## src/rtl/fifo_wr_arbiter.sv

```systemverilog
// fifo_wr_arbiter: round-robin arbiter that merges NUM_REQ write requesters
// into a single async-FIFO write port, granting bursts of up to BURST_LEN beats.
module fifo_wr_arbiter #(
  parameter int unsigned NUM_REQ   = 4,
  parameter int unsigned WIDTH     = 8,
  parameter int unsigned BURST_LEN = 16,
  parameter int unsigned ID_W      = $clog2(NUM_REQ)
) (
  input  logic                     clk_in,
  input  logic                     rst_in_n,
  input  logic [NUM_REQ-1:0]       req_valid,
  input  logic [NUM_REQ*WIDTH-1:0] req_data,
  output logic [NUM_REQ-1:0]       req_ready,
  input  logic                     fifo_full,
  output logic                     fifo_we,
  output logic [WIDTH-1:0]         fifo_data,
  output logic [ID_W-1:0]          grant_id,
  output logic                     busy,
  output logic [7:0]               beat_cnt
);

  localparam int unsigned CNT_W = 8;

  localparam logic [0:0] IDLE  = 1'b0;
  localparam logic [0:0] GRANT = 1'b1;

  localparam logic [CNT_W-1:0] LAST_BEAT = CNT_W'(BURST_LEN - 1);
  localparam logic [ID_W-1:0]  RST_LAST  = ID_W'(NUM_REQ - 1);

  logic [0:0]       r_state;
  logic [0:0]       w_state_nxt;
  logic [ID_W-1:0]  r_grant_id;
  logic [ID_W-1:0]  r_last_id;
  logic [CNT_W-1:0] r_beat_cnt;

  logic             w_hi_found;
  logic             w_lo_found;
  logic [ID_W-1:0]  w_hi_id;
  logic [ID_W-1:0]  w_lo_id;
  logic             w_any_valid;
  logic [ID_W-1:0]  w_next_id;
  logic             w_sel_valid;
  logic [WIDTH-1:0] w_sel_data;
  logic             w_busy;
  logic             w_beat;
  logic             w_release;

  // Round-robin pick: lowest valid index above r_last_id, else lowest valid
  // index at or below it. Wraps at NUM_REQ regardless of 2**ID_W.
  always_comb begin
    w_hi_found = 1'b0;
    w_lo_found = 1'b0;
    w_hi_id    = '0;
    w_lo_id    = '0;
    for (int i = int'(NUM_REQ) - 1; i >= 0; i--) begin
      if (req_valid[i]) begin
        if (ID_W'(i) > r_last_id) begin
          w_hi_found = 1'b1;
          w_hi_id    = ID_W'(i);
        end else begin
          w_lo_found = 1'b1;
          w_lo_id    = ID_W'(i);
        end
      end
    end
    w_any_valid = w_hi_found | w_lo_found;
    w_next_id   = w_hi_found ? w_hi_id : w_lo_id;
  end

  // Select valid/data of the granted requester.
  always_comb begin
    w_sel_valid = 1'b0;
    w_sel_data  = '0;
    for (int i = 0; i < int'(NUM_REQ); i++) begin
      if (r_grant_id == ID_W'(i)) begin
        w_sel_valid = req_valid[i];
        w_sel_data  = req_data[i*WIDTH +: WIDTH];
      end
    end
  end

  assign w_busy    = (r_state == GRANT);
  assign w_beat    = w_busy && w_sel_valid && !fifo_full;
  assign w_release = w_busy && (!w_sel_valid || (w_beat && (r_beat_cnt == LAST_BEAT)));

  // Ready strobe only toward the granted requester, gated by FIFO space.
  always_comb begin
    req_ready = '0;
    for (int i = 0; i < int'(NUM_REQ); i++) begin
      req_ready[i] = w_busy && !fifo_full && (r_grant_id == ID_W'(i));
    end
  end

  assign fifo_we   = w_beat;
  assign fifo_data = w_sel_data;
  assign busy      = w_busy;
  assign grant_id  = r_grant_id;
  assign beat_cnt  = r_beat_cnt;

  // State register.
  always_ff @(posedge clk_in or negedge rst_in_n) begin
    if (!rst_in_n) begin
      r_state <= IDLE;
    end else begin
      r_state <= w_state_nxt;
    end
  end

  // Next-state: IDLE arbitrates for one cycle, GRANT runs until release.
  always_comb begin
    w_state_nxt = r_state;
    if (r_state == IDLE) begin
      if (w_any_valid) begin
        w_state_nxt = GRANT;
      end
    end else begin
      if (w_release) begin
        w_state_nxt = IDLE;
      end
    end
  end

  // Grant owner, beat counter and round-robin pointer.
  always_ff @(posedge clk_in or negedge rst_in_n) begin
    if (!rst_in_n) begin
      r_grant_id <= '0;
      r_beat_cnt <= '0;
      r_last_id  <= RST_LAST;
    end else begin
      if (!w_busy && w_any_valid) begin
        r_grant_id <= w_next_id;
        r_beat_cnt <= '0;
      end
      if (w_beat) begin
        r_beat_cnt <= r_beat_cnt + CNT_W'(1);
      end
      if (w_release) begin
        r_last_id <= r_grant_id;
      end
    end
  end

endmodule

```

## config.mk

```make
export PLATFORM = sky130hd
export DESIGN_NAME = fifo_wr_arbiter
export DESIGN_NICKNAME = d
export VERILOG_FILES = /design/src/rtl/fifo_wr_arbiter.sv
export SDC_FILE = /design/constraint.sdc
export NUM_CORES = 1
export LEC_CHECK = 0
export ABC_AREA = 1
export BUFFER_PORTS_ARGS = -buffer_cell sky130_fd_sc_hd__buf_4
export CORE_ASPECT_RATIO = 0.8
export CORE_UTILIZATION = 47
export CTS_BUF_LIST = sky130_fd_sc_hd__clkbuf_16
export DETAILED_ROUTE_END_ITERATION = 8
export HOLD_SLACK_MARGIN = 0.08
export PLACE_DENSITY = 0.8
export SETUP_SLACK_MARGIN = 0.4
export SYNTH_ARGS = -nofsm -noshare
export SYNTH_HDL_FRONTEND = slang
export SYNTH_SLANG_ARGS = --single-unit
```

## constraint.sdc

```tcl
create_clock -name clk_in -period 2.4 [get_ports clk_in]
set_input_delay 0.24 -clock clk_in [delete_from_list [all_inputs] [get_ports clk_in]]
set_output_delay 0.24 -clock clk_in [all_outputs]
set_load 0.05 [all_outputs]
```

==> flow_summary.toml <==
[outcome]
status = "finished, violations left"
violations = "DRC"

[clock_network]
cts.sinks = 13
cts_tree = "done"
clk-insertion-delay-late_ns = 0.24
root_buffer = "clkbuf_16"
htreeDepth = 1
cts_buffers = 3
clkTransAtPathRegs_ns = 0.04
clockBufferDepth = 2

[pwr]
p_total_mw = 2.249
netSwitchingFraction = 0.5556
powerDensity_nw_per_um2 = 1315
leakage_nw = 0.9186
clkPwrFrac = 0.137
pwr-share-seq = 0.172
p_switching_mw = 1.250
power_frac_comb = 0.691
peakVddDrop_mv = 0.6436
p_int_uw = 999.5

[drt]
num_vias = 1389
finalWirelength_um = 3394
drtPass1Iterations = 6
drt_iter0_markers = 74
wl_per_cell_um = 12.86
ant_nets = 0
drc = 5
viasPerCell = 5.261

[layout]
fillers = 178
nets = 280
area_delta_synth_final_pct = 51.55
antenna_cells = 0
final_cell_mix = "71 x nand2_1, 67 x buf_4, 25 x nand3_1"
drive_gt1_frac = 0.3724
layout.cells.most_common = "nand2_1"
utilization = 0.7723

[yosys]
ys_seq_area_frac = 0.2905
yosys.cell_types.count = 27
syn-cell-area_um2 = 1129
synth.area.top_cells = "dfrtp_1 24%, nand2_1 24%, nand3_1 11%"
ys_warn_count = 0
synth-seq-cells = 13
synth_cells = 173
yosysTopAreaCellShare = 0.2439
synth_largest_area_cell = "dfrtp_1"
syn_nets = 213
syn_area_per_cell_um2 = 6.524

[worst_setup_path]
cp.arrival_ns = 1.64
cp_cell_sequence = "inv_2 -> nor2_2 -> nand2_1 -> nand4_1 -> buf_4"
slowest_stage = "dfrtp_2"
worstPathRequired_ns = 2.16
cp.depth = 5
start_kind = "flip-flop"
critPathMaxFanout = 11
r2r_cells = 9
end_kind = "output port"
slowest_delay_ns = 0.49
worst-path-buf-inv = 2
crit_family = "simple AND/OR/NAND/NOR gates"
worstSetupPathType = "flip-flop to output port"

[global_route]
antenna_found_initial = 0
grt_first_pass_wirelength_um = 5030
overflow = 0
grt_pass1_vias = 1179
track_usage = 0.2530
grt_max_degree = 14

[flow_run]
maxCapViolCount = 0

[timing]
finalCriticalPeriod_ns = 1.883
setup_viol = 0
fin_crit_sh = 0.7848
slew_headroom = 0.7670
fin_hold_ws_ns = 0.3895
fmax_mhz = 531.0
grt_setup_unrepaired = "no"
hold_viol_final = 0
fin_skew_ns = 0.0009394
final.setup.tns_ns = 0
tightest_slew_ns = 0.3492
final-max-slew-violation-count = 0

[floorplan]
die_y_um = 45.83
die_area_um2 = 2602
fp.coreArea_um2 = 2215
fp-row-count = 15
initial_core_util = 0.5096
die_width_um = 56.79
pin_count = 63

[place]
hpwl_um = 2565
gp_congestion = 0.8399
port_buffers = 62

[hold_path]
hold_path_class = "input pin to async pin"
==> power groups by stage <==
stage               logic, mW  registers (mW)  clock network (mW)
global route             1.65           0.398               0.322
floorplan                1.03           0.485                   0
finish                   1.55           0.387               0.308
global placement         1.45           0.398                   0
detailed placement       1.47           0.404                   0
CTS                      1.49           0.405               0.312
==> state kept, by name (all words and copies together) (netlist names) <==
| register | flops |
|---|---|
| busy | 1 |
| r_last_id | 2 |
| beat_cnt | 8 |
| grant_id | 2 |
==> cell families (layout without fill, tap and decap cells) <==
| logic type | count (synthesis) | in the layout | share of synthesized area |
|---|---|---|---|
| xor+xnor | 3 | 3 | 0.02329 |
| fa+ha+maj | 1 | 1 | 0.01108 |
| compound gates | 4 | 4 | 0.01995 |
| simple gates | 132 | 132 | 0.5610 |
| buf+inv | 20 | 86 | 0.09422 |
| flops | 13 | 13 | 0.2905 |
==> Yosys cell counts, drive strengths merged <==
cell type  count
and2           1
inv           13
nand4         14
dfstp          2
dfrtp         11
or2            1
xor2           1
a21oi          2
xnor2          2
o21ai          1
o21bai         1
nor2          11
buf            6
ha             1
nor3           4
clkinv         1
nand2         76
nand3         25
==> path summary, 6_finish.rpt <==
| check | slack, ns | end | from |
|---|---|---|---|
| max | 0.52 | fifo_data[2] | grant_id[1]$_DFFE_PN0P_ |
| min | 0.39 | beat_cnt[0]$_DFFE_PN0P_ | rst_in_n |
| max reg2reg | 0.92 | grant_id[1]$_DFFE_PN0P_ | r_last_id[1]$_DFFE_PN1P_ |
| min reg2reg | 0.48 | r_last_id[0]$_DFFE_PN1P_ | r_last_id[0]$_DFFE_PN1P_ |
| max in group asynchronous | 1.78 | r_last_id[1]$_DFFE_PN1P_ | rst_in_n |
| min in group clk_in | 0.40 | grant_id[1]$_DFFE_PN0P_ | req_valid[1] |
==> area by class of cell <==
| cell class | count | area (um^2) | area share |
|---|---|---|---|
| multi-input combinational | 140 | 699.4 | 0.4089 |
| timing repair buffer | 68 | 513.0 | 0.2999 |
| sequential | 13 | 330.3 | 0.1931 |
| clock buffer | 3 | 75.07 | 0.04389 |
| inverter | 14 | 57.56 | 0.03365 |
| tap | 25 | 31.28 | 0.01829 |
| clock inverter | 1 | 3.754 | 0.002195 |
==> routing by layer <==
metal  vias to the layer above  GRT usage  wire length [um]
met4                         0    0.05854                37
met3                         6    0.04545               128
met5                         -          0                 0
li1                        703          -                 -
met1                       644     0.3148              1467
met2                        36     0.4667              1760
==> worst register-to-register path: stages (launching register included) <==
cell and delay, ns:
dfstp_2 0.56, nand2_1 0.08, nand2_1 0.07, nand2_2 0.07, nor2_4 0.13, nand2_2 0.08, nand2_2 0.18, inv_1 0.08
nand2_1 0.06, nand2_1 0.05
==> per-stage QoR <==
stage | cell area [um^2] | std cells | worst slack (ns)
2_1_floorplan | 1134 | 173 | 0.07188
3_3_place_gp | 1589 | 255 | 0.6607
3_5_place_dp | 1589 | 255 | 0.5912
4_1_cts | 1680 | 260 | 0.4387
5_1_grt | 1710 | 264 | 0.4043
6_report | 1710 | 264 | 0.5166
==> repair_timing <==
action	4_1_cts	5_1_grt
buffers inserted	0	4
hold endpoints to repair	13	0
setup endpoints to repair	2	1
gates resized for setup	2	0
hold buffers	1	0
pin swaps	0	0
gates cloned	0	0
Power figures use the tool's default switching activity.
